## config.mk

```make
export PLATFORM = sky130hd
export DESIGN_NAME = cpu_run_ctrl
export DESIGN_NICKNAME = d
export VERILOG_FILES = /design/src/rtl/cpu_run_ctrl.sv
export SDC_FILE = /design/constraint.sdc
export NUM_CORES = 1
export LEC_CHECK = 0
export BUFFER_PORTS_ARGS = -buffer_cell sky130_fd_sc_hd__buf_2
export CORE_UTILIZATION = 45
export DETAILED_ROUTE_END_ITERATION = 10
export PLACE_DENSITY = 0.71
export REMOVE_ABC_BUFFERS = 1
export SETUP_SLACK_MARGIN = 0.1
export SLEW_MARGIN = 20
export SYNTH_ARGS = -nofsm -noshare
export SYNTH_HDL_FRONTEND = slang
export SYNTH_SLANG_ARGS = --single-unit
```

## constraint.sdc

```tcl
create_clock -name clk -period 6 [get_ports clk]
set_input_delay 0.9 -clock clk [delete_from_list [all_inputs] [get_ports clk]]
set_output_delay 0.9 -clock clk [all_outputs]
set_load 0.1 [all_outputs]
```

## src/rtl/cpu_run_ctrl.sv

```systemverilog
// Run/halt/step controller: paces the CPU with a one-cycle clock enable,
// supports free-run rate, single-step, PC breakpoint and a cycle counter.
module cpu_run_ctrl #(
    parameter int DIV_W      = 24,
    parameter int DEB_CYCLES = 16,
    parameter int PC_W       = 32
) (
    input  logic             clk,
    input  logic             rst,
    input  logic             run_sw,
    input  logic             step_btn,
    input  logic [DIV_W-1:0] div_sel,
    input  logic             bp_en,
    input  logic [PC_W-1:0]  bp_addr,
    input  logic [PC_W-1:0]  pc,
    input  logic             clr_cnt,
    output logic             cpu_ce,
    output logic             halted,
    output logic             bp_hit,
    output logic [1:0]       state,
    output logic [31:0]      cycle_count
);

    localparam logic [1:0] S_HALT  = 2'b00;
    localparam logic [1:0] S_RUN   = 2'b01;
    localparam logic [1:0] S_STEP  = 2'b10;
    localparam logic [1:0] S_BREAK = 2'b11;

    localparam int DEB_W = $clog2(DEB_CYCLES + 1);
    localparam logic [DEB_W-1:0] DEB_LAST = DEB_W'(DEB_CYCLES - 1);

    logic             run_s1;
    logic             run_sync;
    logic             step_s1;
    logic             step_sync;
    logic [DEB_W-1:0] deb_cnt;
    logic             deb_level;
    logic             step_evt;
    logic [DIV_W-1:0] div_cnt;
    logic             tick;
    logic             bp_match;
    logic             skip;
    logic [1:0]       state_r;
    logic [1:0]       state_nxt;
    logic             ce_nxt;
    logic             skip_set;

    always_ff @(posedge clk or negedge rst) begin
        if (!rst) begin
            run_s1    <= 1'b0;
            run_sync  <= 1'b0;
            step_s1   <= 1'b0;
            step_sync <= 1'b0;
        end else begin
            run_s1    <= run_sw;
            run_sync  <= run_s1;
            step_s1   <= step_btn;
            step_sync <= step_s1;
        end
    end

    // Level is accepted after DEB_CYCLES consecutive differing samples.
    always_ff @(posedge clk or negedge rst) begin
        if (!rst) begin
            deb_cnt   <= '0;
            deb_level <= 1'b0;
            step_evt  <= 1'b0;
        end else begin
            step_evt <= 1'b0;
            if (step_sync == deb_level) begin
                deb_cnt <= '0;
            end else if (deb_cnt == DEB_LAST) begin
                deb_cnt   <= '0;
                deb_level <= step_sync;
                step_evt  <= step_sync;
            end else begin
                deb_cnt <= deb_cnt + DEB_W'(1);
            end
        end
    end

    assign tick     = (state_r == S_RUN) && (div_cnt == div_sel);
    assign bp_match = bp_en && (pc == bp_addr) && !skip;

    always_ff @(posedge clk or negedge rst) begin
        if (!rst) begin
            div_cnt <= '0;
        end else if (state_r != S_RUN || tick) begin
            div_cnt <= '0;
        end else begin
            div_cnt <= div_cnt + DIV_W'(1);
        end
    end

    always_comb begin
        state_nxt = state_r;
        ce_nxt    = 1'b0;
        skip_set  = 1'b0;
        unique case (1'b1)
            (state_r == S_HALT): begin
                if (run_sync)      state_nxt = S_RUN;
                else if (step_evt) state_nxt = S_STEP;
            end
            (state_r == S_RUN): begin
                if (!run_sync) begin
                    state_nxt = S_HALT;
                end else if (tick && bp_match) begin
                    state_nxt = S_BREAK;
                    skip_set  = 1'b1;
                end else if (tick) begin
                    ce_nxt = 1'b1;
                end
            end
            (state_r == S_STEP): begin
                state_nxt = S_HALT;
            end
            (state_r == S_BREAK): begin
                if (!run_sync)     state_nxt = S_HALT;
                else if (step_evt) state_nxt = S_STEP;
            end
        endcase
        // The STEP cycle itself carries the enable pulse.
        if (state_nxt == S_STEP) ce_nxt = 1'b1;
    end

    always_ff @(posedge clk or negedge rst) begin
        if (!rst) begin
            state_r <= S_HALT;
            cpu_ce  <= 1'b0;
            skip    <= 1'b0;
        end else begin
            state_r <= state_nxt;
            cpu_ce  <= ce_nxt;
            if (skip_set)    skip <= 1'b1;
            else if (ce_nxt) skip <= 1'b0;
        end
    end

    always_ff @(posedge clk or negedge rst) begin
        if (!rst) begin
            cycle_count <= '0;
        end else if (clr_cnt) begin
            cycle_count <= '0;
        end else if (cpu_ce && cycle_count != 32'hFFFF_FFFF) begin
            cycle_count <= cycle_count + 32'd1;
        end
    end

    assign state  = state_r;
    assign halted = (state_r == S_HALT) || (state_r == S_BREAK);
    assign bp_hit = (state_r == S_BREAK);

endmodule

```

# Yosys cells after proc, flatten, opt, wreduce, memory -nomap -nowiden
# Index checks and enable logic that the tools add are counted.
dict set report classes {
  add_sub_neg 3
  n_mux 23
  n_reduce_logical 12
  n_eq_ne 10
  bitwise 1
}
# cell count
set op_table {}
lappend op_table {{32-bit 2-to-1 mux} 2}
lappend op_table {{32-bit by 1-bit adder with 32-bit output, second input constant} 1}
lappend op_table {{32-bit == test} 1}
lappend op_table {{32-bit != test, second input constant} 1}
lappend op_table {{24-bit by 1-bit adder with 24-bit output, second input constant} 1}
lappend op_table {{24-bit == test} 1}
lappend op_table {{24-bit 2-to-1 mux} 1}
lappend op_table {{1-bit 2-to-1 mux} 12}
lappend op_table {{2-bit 2-to-1 mux} 5}
lappend op_table {{5-bit 2-to-1 mux} 2}
lappend op_table {{2-bit case mux with 4 select lines} 1}
lappend op_table {{2-bit == test, second input constant} 3}
lappend op_table {{5-bit by 1-bit adder with 5-bit output, second input constant} 1}
lappend op_table {{5-bit by 4-bit == test with 1-bit output, second input constant} 1}
lappend op_table {{1-bit logical AND} 5}
lappend op_table {{2-bit nonzero test} 2}
lappend op_table {{2-bit by 1-bit == test with 1-bit output, second input constant} 1}
lappend op_table {{2-bit zero test} 1}
lappend op_table {{1-bit logical OR} 2}
lappend op_table {{2-bit by 1-bit != test with 1-bit output, second input constant} 1}
lappend op_table {{2-bit AND reduction} 1}
lappend op_table {{1-bit == test} 1}
lappend op_table {{1-bit zero test} 1}
lappend op_table {{1-bit inverter} 1}
dict set report totals {
  inputBits 94
  regBits 71
}

# Longest topological paths before layout
dict set report logic_depth {
  ltp_word 11
  depth_mapped 8
  ltp_nobuf 7
}

# Worst setup path before layout
# No wires, ideal clock.
dict set report synth_timing {
  kind {reg-to-reg}
  startpoint {register state_r[0], in the netlist state[0]}
  endpoint {register skip}
  t_arrival_ns 2.769
  required_time_ns 5.873
  stages_incl_launch_ff 7
  n_path_buf 0
  setup_slack_ns 3.104
  setup_time_ns 0.127
  cell_sequence {dfrtp_1 > ha_1 > o21ba_2 > mux2i_1 > or2_2 > o21ai_0 > mux2i_1}
}
dict set report synth_via {
  elab_cells_between_ends 23
  cone_classes {eq/ne: 4; mux: 15; reduce/logical: 4}
}
# item line
set synth_lines {}
lappend synth_lines {{start: declaration} 43} ;# logic [1:0] state_r;
lappend synth_lines {{start signal: assignment} 132} ;# state_r <= state_nxt;
lappend synth_lines {{2-bit == test} --}
lappend synth_lines {{net bp_hit} 19} ;# output logic bp_hit,
lappend synth_lines {{2-bit case mux with 4 select lines} 99} ;# unique case (1'b1)
lappend synth_lines {{2-bit == test} 123} ;# if (state_nxt == S_STEP) ce_nxt = 1'b1;
lappend synth_lines {{1-bit 2-to-1 mux} 123}
lappend synth_lines {{2-bit nonzero test (no line)} --}
lappend synth_lines {{end signal: assignment} 130} ;# skip <= 1'b0;
lappend synth_lines {{end signal: assignment} 134} ;# if (skip_set) skip <= 1'b1;
lappend synth_lines {{end signal: assignment} 135} ;# else if (ce_nxt) skip <= 1'b0;
lappend synth_lines {{end: declaration} 42} ;# logic skip;
# The timed path passes the listed nets, and every way through them passes these cells.
# A chain may end at the register's enable or synchronous reset.

# Worst setup path after layout
dict set report layout_timing {
  startpoint {register cycle_count[0]}
  endpoint {register cycle_count[25]}
}
dict set report layout_via {
  elab_chain_len 3
  elab_cells_between_ends 6
  cone_classes {add/sub: 1; eq/ne: 1; mux: 2; reduce/logical: 2}
}
# item line
set layout_rtl {}
lappend layout_rtl {{start: declaration} 21} ;# output logic [31:0] cycle_count
lappend layout_rtl {{start signal: assignment} 145} ;# cycle_count <= cycle_count + 32'd1;
lappend layout_rtl {{32-bit by 1-bit adder with 32-bit output / 32-bit != test (equally long branches)} {145, 144}}
lappend layout_rtl {{32-bit 2-to-1 mux / 1-bit logical AND (equally long branches)} 144} ;# end else if (cpu_ce && cycle_count != 32'hFFFF_FFFF) begin
lappend layout_rtl {{32-bit 2-to-1 mux / 2-bit nonzero test (equally long branches)} --}
# Several ways; a longest one is shown, not always the timed one. The select of a mux whose other input is x is not followed.

==> reports/metrics.csv <==
stage,metric,value,unit
run_status,outcome,"complete, no violations",
job,cap_violations,0,
setup_path,end_kind,register,
timing,rsz0062_at_grt,false,
global_routing,gr-total-overflow,0,
setup_path,crit_fanout,14,
global_routing,grt_max_degree,72,
placed_design,hpwl,7180,um
drt,drt_wl_total,9730,um
global_routing,track_usage,20.3,%
cts,post_cts_buffers,0,
setup_path,endpoint,cycle_count[25],
global_routing,antenna_found_initial,0,
timing,tightest_slew,0.902,ns
logic_synthesis,syn_inst,447,
die,fp.dieH,99.3,um
timing,slew_violations,0,
drt,drt_iter0_drc,108,
cts,cts_max_path_buffers,2,
setup_path,rr_startpoint,cycle_count[0],
drt,ant_nets,0,
logic_synthesis,syn-cell-area,0.00426,mm2
final_layout,final_common_cell,buf_2,
cts,clockRootBuffer,clkbuf_8,
power_and_ir_drop,power.leakage,2.27,nW
final_layout,syn_to_final_growth,21.6,%
die,coreArea,0.00920,mm2
global_routing,grt_pass1_vias,3532,
die,io_pins,131,
timing,finalSetupViolCount,0,
drt,vias,3746,
final_layout,num-fill-cells,848,
timing,finClkSkew,0.0104,ns
logic_synthesis,synth_warnings,0,
power_and_ir_drop,pwr_density_cell,218,mW/mm2
timing,hold_violations,0,
setup_path,rr_endpoint,cycle_count[25],
final_layout,fin_nets,676,
logic_synthesis,ys.flop_type,dfrtp_1,
cts,ctsResizeCount,0,
placed_design,portBuffers,130,
placed_design,gp_congestion,0.811,
worst_hold_path,hold_class,reg -> reg,
cts,clk_pin_slew,0.07,ns
final_layout,multiInputGateArea,0.00235,mm2
setup_path,r2r_setup_slack,3.41,ns
drt,detail_route.first_pass.iterations,4,
die,start_util,46.3,%
drt,route.detailed.drc,0,
cts,clock_latency,0.34,ns
global_routing,grt_pass1_wl,16100,um
final_layout,diodes,0,
timing,finalCritPeriodShare,43.2,%
cts,hold_buffers,0,
placed_design,placed_cell_area,0.00498,mm2
setup_path,ff2ff_path_depth,6,
die,die_w,99.3,um
power_and_ir_drop,ir_drop,0.105,mV
logic_synthesis,avgSynthCellArea,9.53,um2
setup_path,worstSetupPathType,reg -> reg,
die,dieArea,0.00986,mm2
setup_path,critPathLaunch,cycle_count[0],
logic_synthesis,synth_seq_cells,71,
logic_synthesis,synth.distinct_cells,43,
cts,cts_tree,yes,
timing,fmax,0.385,GHz
timing,tns,0,ns
setup_path,start_kind,register,
logic_synthesis,synth_edf_count,0,
cts,cts_buffers,9,
cts,cts.sinks,71,
logic_synthesis,ys_seq_area_share,41.7,%
setup_path,required,6.19,ns
timing,slew_headroom,39.9,%
drt,wl_per_cell,14.1,um
final_layout,postLayoutCellArea,0.00518,mm2
timing,period_needed,2.59,ns
final_layout,drive_gt1_share,28.1,%
final_layout,layout_common_cells,"buf_2, dfrtp_1, xnor2_1, nor2_1, xor2_1",
drt,via_per_inst,5.41,
setup_path,cp.arrival,2.79,ns
logic_synthesis,async_flop_share,100,%
cts,h-tree-depth,3,
final_layout,regArea,0.00178,mm2
die,rows,35,
## stage by stage
stage	hold WS, ns	std cells	util [%]	setup slack [ns]	total power, mW
final	0.359	692	56.3	3.41	1.13
after global routing	0.374	692	56.3	3.20	1.19
after CTS	0.364	692	56.3	3.40	1.15
after detailed placement	0.351	676	54.1	3.36	0.755
after global placement	0.335	676	54.1	3.38	0.750
after floorplan	0.331	433	-	3.07	0.665
## power by group
part           leakage (nW)  switching (mW)  internal [mW]  total (mW)
logic                  1.21           0.153         0.0837       0.237
registers             0.971          0.0162          0.492       0.508
clock network        0.0891           0.190          0.194       0.384
## worst max-delay path: stages (launching register included)
cell and delay (ns):
dfrtp_1 0.41, ha_1 0.31, nand2_1 0.07, or4_1 0.61, o311ai_2 0.77, or3_1 0.23, a21oi_2 0.05
## worst min path at each step
stage	start	to	cells after the start
2_1_floorplan	run_s1	run_sync	0
3_5_place_dp	step_s1	step_sync	0
6_report	step_s1	step_sync	0
3_3_place_gp	run_s1	run_sync	0
4_1_cts	run_s1	run_sync	0
5_1_grt	run_s1	run_sync	0
## flip-flops by register name, indices dropped and copies added (netlist names)
signal / flops
run_s1: 1
div_cnt: 24
step_sync: 1
deb_cnt: 5
state: 2
cycle_count: 32
skip: 1
deb_level: 1
cpu_ce: 1
step_s1: 1
run_sync: 1
step_evt: 1
## synthesized netlist by cell type, types with 2 or more instances
cell type | instances | share of area, %
nor3_1 | 8 | 0.94
a211oi_1 | 5 | 0.88
nand3_1 | 24 | 2.8
nand4_1 | 20 | 2.9
xnor2_1 | 63 | 13
and4_1 | 8 | 1.6
ha_1 | 6 | 1.8
o21ai_0 | 4 | 0.47
a21oi_2 | 4 | 0.82
inv_1 | 13 | 1.1
dfrtp_1 | 71 | 42
nor2_1 | 48 | 4.2
or2_2 | 3 | 0.44
xor2_1 | 26 | 5.3
a21oi_1 | 20 | 2.4
or4_1 | 15 | 2.6
and3_1 | 3 | 0.44
and2_1 | 3 | 0.44
mux2i_1 | 3 | 0.71
nor4_1 | 10 | 1.5
o21ai_1 | 8 | 0.94
nand2_1 | 25 | 2.2
nor2b_1 | 4 | 0.59
or3_1 | 9 | 1.3
o31ai_1 | 13 | 2.3
buf_6 | 2 | 0.53
nand2b_1 | 2 | 0.29
clkbuf_1 | 11 | 0.97
nor4b_1 | 2 | 0.41
## cells by family after synthesis
logic type      synth area share, %
compound gates                 9.87
xor+xnor                       18.3
fa+ha+maj                      1.76
buf+inv                        3.11
flops                          41.7
mux                           0.969
simple gates                   24.3
## per-layer routing
metal	GRT usage, %	vias up	wire [um]
met5	0	-	0
met4	6.56	0	155
met3	4.15	12	344
met2	34.4	82	4720
met1	26.2	1803	4510
li1	-	1849	-
## cell type report
cell class	count	share of cell area [%]
well taps	111	2.68
flip-flops and latches	71	34.3
multi-input cells	349	45.4
clock inverters	6	1.35
clock buffers	10	2.46
repair buffers	132	12.9
inverters	13	0.942
(Power assumes the default switching activity.)
